### config.mk
export PLATFORM = sky130hd
export DESIGN_NAME = fetch_stage
export DESIGN_NICKNAME = d
export VERILOG_FILES = /design/src/rtl/fetch_stage.sv
export SDC_FILE = /design/constraint.sdc
export NUM_CORES = 1
export LEC_CHECK = 0
export BUFFER_PORTS_ARGS = -buffer_cell sky130_fd_sc_hd__buf_2
export CORE_UTILIZATION = 41
export CTS_CLUSTER_SIZE = 8
export DETAILED_ROUTE_END_ITERATION = 16
export MAX_ROUTING_LAYER = met4
export PLACE_DENSITY_LB_ADDON = 0.08
export SLEW_MARGIN = 10
export SYNTH_ARGS = -nofsm -noshare
export SYNTH_HDL_FRONTEND = slang
export SYNTH_SLANG_ARGS = --single-unit
### constraint.sdc
create_clock -name clk -period 1.85 [get_ports clk]
set_input_delay 0.555 -clock clk [delete_from_list [all_inputs] [get_ports clk]]
set_output_delay 0.555 -clock clk [all_outputs]
set_load 0.01 [all_outputs]
### src/rtl/fetch_stage.sv
// Instruction fetch stage: holds the PC, keeps at most one request outstanding to a
// variable-latency instruction memory, and presents one instruction at a time to decode.
module fetch_stage #(
    parameter logic [15:0] PC_RESET = 16'h0000
) (
    input  logic        clk,
    input  logic        rst,
    output logic        imem_req,
    output logic [15:0] imem_addr,
    input  logic        imem_rdy,
    input  logic [15:0] imem_data,
    input  logic        stall,
    input  logic        redirect,
    input  logic [15:0] redirect_pc,
    output logic [15:0] instr,
    output logic [15:0] pc_plus2,
    output logic [4:0]  opCode,
    output logic [1:0]  funct,
    output logic        valid,
    output logic        halted
);

    typedef enum logic {FETCH, HALTED} state_t;

    state_t      state, state_nxt;
    logic [15:0] pc;
    logic        pending;
    logic        accept;
    logic        consume;

    always_ff @(posedge clk) begin
        if (rst) state <= FETCH;
        else     state <= state_nxt;
    end

    // A held request must stay up until rdy; otherwise only ask when the slot
    // is empty or being drained this cycle.
    always_comb begin
        state_nxt = state;
        imem_req  = 1'b0;
        accept    = 1'b0;
        consume   = valid && !stall;
        if (state == FETCH) begin
            imem_req = !rst && !redirect && (pending || !valid || !stall);
            accept   = imem_req && imem_rdy;
            if (accept && (imem_data[15:11] == 5'b00000))
                state_nxt = HALTED;
        end
    end

    always_ff @(posedge clk) begin
        if (rst) begin
            pc       <= PC_RESET;
            instr    <= 16'h0000;
            pc_plus2 <= 16'h0000;
            valid    <= 1'b0;
            pending  <= 1'b0;
        end else if (redirect) begin
            // Squash both the presented slot and anything in flight.
            pc      <= redirect_pc;
            valid   <= 1'b0;
            pending <= 1'b0;
        end else if (accept) begin
            instr    <= imem_data;
            pc_plus2 <= pc + 16'd2;
            valid    <= 1'b1;
            pc       <= pc + 16'd2;
            pending  <= 1'b0;
        end else begin
            if (imem_req) pending <= 1'b1;
            if (consume)  valid   <= 1'b0;
        end
    end

    assign imem_addr = pc;
    assign opCode    = instr[15:11];
    assign funct     = instr[1:0];
    assign halted    = (state == HALTED);

endmodule

Word-level counts from Yosys, hierarchy flattened
Cells that the tools add are included.
{"block": "totals", "reg_bits": 51, "in_bits": 37, "output_inout_bits": 58}
{"block": "classes", "add_sub_neg": 1, "mux": 8, "bitwise": 1, "reduce_logical": 17}
{"cell": "16-bit two-way mux", "count": 2}
{"cell": "16-bit by 2-bit adder with 16-bit output (second input constant)", "count": 1}
{"cell": "1-bit two-way mux", "count": 6}
{"cell": "1-bit logical AND", "count": 5}
{"cell": "5-bit zero test", "count": 1}
{"cell": "1-bit zero test", "count": 4}
{"cell": "2-bit nonzero test", "count": 2}
{"cell": "3-bit OR reduction", "count": 1}
{"cell": "1-bit logical OR", "count": 2}
{"cell": "2-bit AND reduction", "count": 1}
{"cell": "2-bit OR reduction", "count": 1}
{"cell": "1-bit NOT", "count": 1}

Depth between registers and ports, before layout
Gate-level depths: netlist of run 1.
{"block": "depth", "word_depth": 8, "depth_mapped": 8}

Worst setup path before layout of run 1
Ideal clock, no wire load.
{"block": "synth_path", "kind": "input -> output", "start": "input port rst", "end": "output port imem_req", "arrival_ns": 1.279, "slack_ns": 0.016, "stages": 3, "n_path_buf": 1, "path_cell_list": "buf_2 > or2_2 > nor3_1"}
{"block": "synth_between", "elab_chain_len": 4}
{"item": "start: declaration", "line_no": "7", "source": "input logic rst,"}
{"item": "1-bit zero test", "line_no": "44", "source": "imem_req = !rst && !redirect && (pending || !valid || !stall);"}
{"item": "1-bit logical AND (2 in series)", "line_no": "44"}
{"item": "1-bit two-way mux", "line_no": "43", "source": "if (state == FETCH) begin"}
{"item": "end: declaration", "line_no": "8", "source": "output logic imem_req,"}
Every way passes these cells.

Worst setup path in the final report of run 1
{"block": "layout_path", "start": "input port redirect", "end": "output port imem_req"}
{"block": "layout_between", "elab_chain_len": 4}
{"item": "start: declaration", "line_no": "13", "source": "input logic redirect,"}
{"item": "1-bit zero test", "line_no": "44"}
{"item": "1-bit logical AND (2 in series)", "line_no": "44"}
{"item": "1-bit two-way mux", "line_no": "43"}
Every way passes these cells.

==> results of run 1 <==
[metrics by stage]
stage | total power [mW] | area [sq um] | utilization (%) | TNS (ps)
finish | 2.29 | 2900 | 55.6 | 0
CTS | 2.32 | 2900 | 55.6 | 0
global route | 2.40 | 2900 | 55.6 | 0
global placement | 1.51 | 2770 | 53.3 | -22.9
detailed placement | 1.52 | 2770 | 53.3 | -66.2
floorplan | 1.38 | 2250 | - | 0
[flip-flops by register name (all words and copies together), names as in the netlist]
| name | cells |
|---|---|
| halted | 1 |
| imem_addr | 16 |
| instr | 16 |
| pc_plus2 | 16 |
| pending | 1 |
| valid | 1 |
[kinds of logic (layout without fill, tap and decap cells)]
logic type / count (synthesis) / after routing
adder cells (fa/ha/maj): 1 / 1
flip-flops: 51 / 51
XOR/XNOR: 12 / 12
buffers and inverters: 29 / 120
AO/OA/AOI/OAI: 67 / 67
multiplexers: 1 / 1
AND/OR/NAND/NOR: 108 / 108
[metal layers]
metal  part of all wire [%]  GRT usage (%)  routed length [um]
met5                      0              -                   0
met4                    1.2           6.35                  70
met3                    5.8           5.75                 329
met2                     45           32.5                2550
met1                     48           27.8                2770
[worst min-delay path, delay by kind of cell (launching register included)]
family | cells | cell delay [ps]
AO/OA/AOI/OAI | 1 | 50
flip-flops | 1 | 320
AND/OR/NAND/NOR | 1 | 50
[power groups by stage]
stage               registers (mW)  logic (mW)  clock network, mW
floorplan                     1.23       0.146                  0
global placement              1.21       0.299                  0
detailed placement            1.21       0.303                  0
CTS                           1.19       0.304              0.826
global route                  1.20       0.335              0.870
finish                        1.19       0.300              0.800
[final timing paths]
path | startpoint | end | slack [ps]
max | redirect | imem_req | 50
min reg2reg | instr[3] | instr[3] | 450
min | instr[3] | instr[3] | 450
max reg2reg | imem_addr[1] | pc_plus2[13] | 200
[cell usage after synthesis (4+ instances only)]
master	number
a211oi_1	6
o21ai_0	4
inv_1	4
buf_2	6
nor2_1	26
nand2_1	48
dfxtp_1	51
nor3_1	5
clkbuf_1	8
a22oi_1	6
xor2_1	6
nand3_1	4
buf_4	10
xnor2_1	6
a21oi_1	36
[repair_timing]
item	in CTS	in global routing
pin swaps	0	1
hold endpoints to repair	0	0
setup endpoints to repair	1	1
resized for setup	1	0
[area by class of cell]
type / instances / share of cell area [%]
Clock buffer: 6 / 2.85
Clock inverter: 2 / 1.21
Inverter: 4 / 0.519
Multi-Input combinational cell: 189 / 37.3
Sequential cell: 51 / 35.3
Tap cell: 70 / 3.03
Timing Repair Buffer: 108 / 19.9
==> impl_metrics.json, run 1 <==
{
  "endpoint_kind": "output pin",
  "path_buf_inv": 2,
  "final_nets": 397,
  "core_area_sq_mm": 0.00520,
  "timing.hold.ws_ps": 454,
  "numPortBuffers": 94,
  "yosys.area_share.simple_pct": 23.5,
  "synth_top_cell_by_area": "dfxtp_1",
  "vias": 2138,
  "critical_path_class": "primary input to output pin",
  "cts_tree": "yes",
  "wl_per_cell_um": 13.3,
  "post-route-period-util_pct": 97.1,
  "p_seq_share_pct": 51.9,
  "cts.path.max_buffers": 2,
  "hold_path_class": "flop to flop",
  "period_needed_ps": 1800,
  "num_antenna_cells": 0,
  "grt_pass1_vias": 1949,
  "die_h_um": 76.1,
  "drtPass1Iterations": 4,
  "cts.sinks": 51,
  "slew_violations": 0,
  "postCtsSetupBuffers": 0,
  "powerDensity_mw_per_mm2": 790,
  "crit_path_max_fanout": 3,
  "synth_seq_area_share_pct": 45.4,
  "die_x_um": 76.1,
  "area_growth_pct": 28.8,
  "ys_async_sr_fraction_pct": 0,
  "maxCapViolCount": 0,
  "drc": 0,
  "n_fill_cell": 549,
  "synth_cells": 269,
  "layout_commonest_cell": "buf_2",
  "setup_viol": 0,
  "crit_path_max_incr_delay_ps": 310,
  "start_util_pct": 43.2,
  "yosys-top-cells-area": "dfxtp_1 (45%), a21oi_1 (8.0%), nand2_1 (8.0%)",
  "crit_path_frequent_cell": "buf_2",
  "fin_worst_skew_ps": 10.7,
  "tightest_slew_ps": 550,
  "grt_max_degree": 34,
  "synth_top_cell_area_share_pct": 45.4,
  "routabilityCongestion": 0.809,
  "r2r_cells": 6,
  "clockPowerShare_pct": 35.0,
  "synth_enable_flop_cells": 0,
  "ir_drop_mv": 0.413,
  "seqCellArea_sq_mm": 0.00102,
  "crit_arrival_ps": 1240,
  "cts-buffers-inserted": 5,
  "crit_cells": 4,
  "p_sw_share_pct": 25.0,
  "synth_area_sq_mm": 0.00225,
  "multiInputGateArea_sq_mm": 0.00108,
  "gr-usage-all-layers_pct": 21.3,
  "ys_warn_count": 0,
  "worstHoldPathCells": 2,
  "ctsHoldBuffers": 0,
  "layout-drive-gt1-share_pct": 36.7,
  "combPwrFrac_pct": 13.1,
  "mappedNetlistNets": 307,
  "cp_slowest_cell": "or2_2",
  "synth_fa_ha_area_share_pct": 0.556,
  "die-area_sq_mm": 0.00578,
  "setup_ws_ps": 53.7,
  "p_sw_mw": 0.572,
  "path_cells": "buf_2, or2_2, nor3_2, buf_2",
  "post-dp-hpwl_um": 4160,
  "synthMuxAreaShare_pct": 0.445,
  "relSlewSlack_pct": 63.3,
  "max_freq_mhz": 557,
  "rsz0062_at_grt": "no",
  "grt_overflow_total": 0,
  "synth_top_family_by_area": "simple AND/OR/NAND/NOR gates",
  "mostFrequentLayoutCells": "buf_2 (94), dfxtp_1 (51), nand2_1 (48)",
  "num_io_pins": 95,
  "fin_cells": 430,
  "critPathTopFamily": "simple AND/OR/NAND/NOR gates",
  "insertion_delay_ps": 300,
  "dp_slack_ps": -33.1,
  "synth_compound_area_share_pct": 18.5,
  "yosys.area_share.xor_xnor_pct": 4.67,
  "dp_cells": 422,
  "cts_root_buf": "clkbuf_8",
  "syn_area_per_cell_sq_um": 8.36,
  "status": "finished clean",
  "h-tree-depth": 2,
  "viasPerCell": 4.97,
  "cp.required_ps": 1290,
  "ys.flop_type": "dfxtp_1",
  "drt-total-wl_um": 5720,
  "ys_types": 42,
  "antenna_found_initial": 0,
  "hold_viol": 0,
  "drtAntennaViolNets": 0,
  "p_int_mw": 1.72,
  "startpoint_type": "primary input",
  "p_leak_nw": 1.29,
  "drtIter0Drc": 84,
  "grt_pass1_wl_um": 9590,
  "clk_pin_slew_ps": 90,
  "synth-seq-cells": 51,
  "rows": 26
}
No activity file was read; power rests on OpenSTA's default activity.
==> run 2: changes to the inputs <==
--- a/config.mk
+++ b/config.mk
@@ -6,12 +6,13 @@
 export NUM_CORES = 1
 export LEC_CHECK = 0
 export BUFFER_PORTS_ARGS = -buffer_cell sky130_fd_sc_hd__buf_2
-export CORE_UTILIZATION = 41
+export CORE_UTILIZATION = 30
 export CTS_CLUSTER_SIZE = 8
 export DETAILED_ROUTE_END_ITERATION = 16
 export MAX_ROUTING_LAYER = met4
-export PLACE_DENSITY_LB_ADDON = 0.08
+export PLACE_DENSITY = 0.56
 export SLEW_MARGIN = 10
 export SYNTH_ARGS = -nofsm -noshare
 export SYNTH_HDL_FRONTEND = slang
 export SYNTH_SLANG_ARGS = --single-unit
+export TNS_END_PERCENT = 5
==> run 2 against run 1 <==
Effect of this change: sequential power is essentially flat; clock power grew 15%; sequential cell count is the same; maximum frequency grew 0.82%; power grew 5.6%; final cell count is 7.0% higher; highest routed layer unchanged.
==> impl_metrics.json, run 2 (same netlist as run 1, synthesis figures left out) <==
{
  "status": "finished clean",
  "dp_cells": 452,
  "busiest_layer": "met2",
  "post-route-period-util_pct": 96.3,
  "ir_drop_mv": 0.477,
  "combPwrFrac_pct": 12.8,
  "p_sw_share_pct": 24.5,
  "grt.met2_usage_pct": 24.2,
  "hold_path_class": "flop to flop",
  "p_sw_mw": 0.593,
  "holdPathEnd": "instr[4]",
  "post-route-util_pct": 40.9,
  "num_io_pins": 95,
  "die_x_um": 88.6,
  "h-tree-depth": 2,
  "rr_startpoint": "imem_addr[1]",
  "p_total_mw": 2.42,
  "critical_path_class": "primary input to output pin",
  "powerDensity_mw_per_mm2": 814,
  "p_int_mw": 1.82,
  "fin_cells": 460,
  "gr-usage-all-layers_pct": 15.3,
  "startpoint_type": "primary input",
  "slew_violations": 0,
  "grt_pass1_wl_um": 8980,
  "start_util_pct": 31.0,
  "relSlewSlack_pct": 63.3,
  "cts_tree": "yes",
  "insertion_delay_ps": 300,
  "drt-total-wl_um": 6040,
  "p_seq_share_pct": 49.1,
  "area_growth_pct": 32.1,
  "worstHoldPathCells": 2,
  "drtIter0Drc": 91,
  "period_needed_ps": 1780,
  "clockPowerShare_pct": 38.1,
  "drtAntennaViolNets": 0,
  "num_antenna_cells": 0,
  "numPortBuffers": 94,
  "grt_max_degree": 46,
  "r2r_cells": 6,
  "endpoint_kind": "output pin",
  "rsz0062_at_grt": "no",
  "cts_root_buf": "clkbuf_8",
  "routabilityCongestion": 0.766,
  "grt_use_met1_pct": 20.1,
  "use_met3_pct": 2.89,
  "drtPass1Iterations": 4,
  "setup_viol": 0,
  "cts.path.max_buffers": 2,
  "final_nets": 398,
  "die_h_um": 88.6,
  "postCtsSetupBuffers": 0,
  "final.setup.tns_ps": 0,
  "layout-drive-gt1-share_pct": 36.6,
  "mostFrequentLayoutCells": "buf_2 (94), dfxtp_1 (51), nand2_1 (48)",
  "maxCapViolCount": 0,
  "post-dp-hpwl_um": 4490,
  "cts.sinks": 51,
  "grt_pass1_vias": 1887,
  "cp.required_ps": 1290,
  "layout_commonest_cell": "buf_2",
  "core_area_sq_mm": 0.00725,
  "r2r-end": "pc_plus2[13]",
  "max_freq_mhz": 561,
  "n_fill_cell": 774,
  "p_leak_nw": 1.30,
  "hp-start": "instr[4]",
  "clk_pin_slew_ps": 100,
  "cts-buffers-inserted": 5,
  "wl_per_cell_um": 13.1,
  "hold_viol": 0,
  "ff2ff_setup_slack_ps": 240,
  "viasPerCell": 4.70,
  "tightest_slew_ps": 551,
  "fin_worst_skew_ps": 5.74,
  "antenna_found_initial": 0,
  "ctsHoldBuffers": 0,
  "crit_arrival_ps": 1230,
  "crit_path_max_fanout": 4,
  "die-area_sq_mm": 0.00784,
  "drc": 0,
  "timing.hold.ws_ps": 461,
  "vias": 2161,
  "rows": 31,
  "grt_overflow_total": 0
}
==> run 2: changes by cell type in the layout (fill, tap and decap cells not counted), sizes merged <==
cell	previous run	this run
buf	108	109
bufinv	1	2
clkinv	1	0
==> run 2: metal layers <==
layer  routed length, um  up-vias  part of all wire [%]
li1                    -     1110                     -
met1                2910      999                    48
met2                2850       50                    47
met3                 244        2                   4.0
met4                  35        0                  0.58
met5                   0        -                     0
==> run 2: worst max-delay path, cell delays in order <==
cell and delay, ps:
buf_2 130, or2_4 250, nor3_2 140, buf_2 140
==> run 2: cell type report <==
type	count	area, sq um	share of cell area, %
clock inverters	2	60.1	2.02
inverters	4	15.0	0.506
repair buffers	109	596	20.1
clock buffers	6	72.6	2.44
well taps	99	124	4.17
flip-flops and latches	51	1020	34.4
multi-input cells	189	1080	36.4
==> run 2: what timing repair did <==
item,in CTS,in global routing
gates resized for setup,1,1
endpoints found under the setup margin,1,1
endpoints found under the hold margin,0,0
pin swaps,1,1
==> run 2: per-stage QoR <==
step                      area, sq um  worst slack (ps)
after detailed placement         2830             -43.8
after global routing             2970              13.6
after floorplan                  2250              16.0
after CTS                        2970              40.5
final                            2970              68.3
after global placement           2830             -26.7
==> run 2: how the worst max path moves through the flow <==
stage,startpoint,to,slack [ps]
after global placement,redirect,imem_req,-30
after floorplan,rst,imem_req,20
after detailed placement,redirect,imem_req,-40
final,redirect,imem_req,70
after CTS,redirect,imem_req,40
after global routing,redirect,imem_req,10
==> run 2: power groups by stage <==
stage / Combinational, mW / Clock (mW) / Sequential (mW)
after global placement: 0.310 / 0 / 1.21
final: 0.310 / 0.921 / 1.19
after CTS: 0.313 / 0.942 / 1.19
after detailed placement: 0.312 / 0 / 1.21
after floorplan: 0.146 / 0 / 1.23
after global routing: 0.340 / 0.985 / 1.19
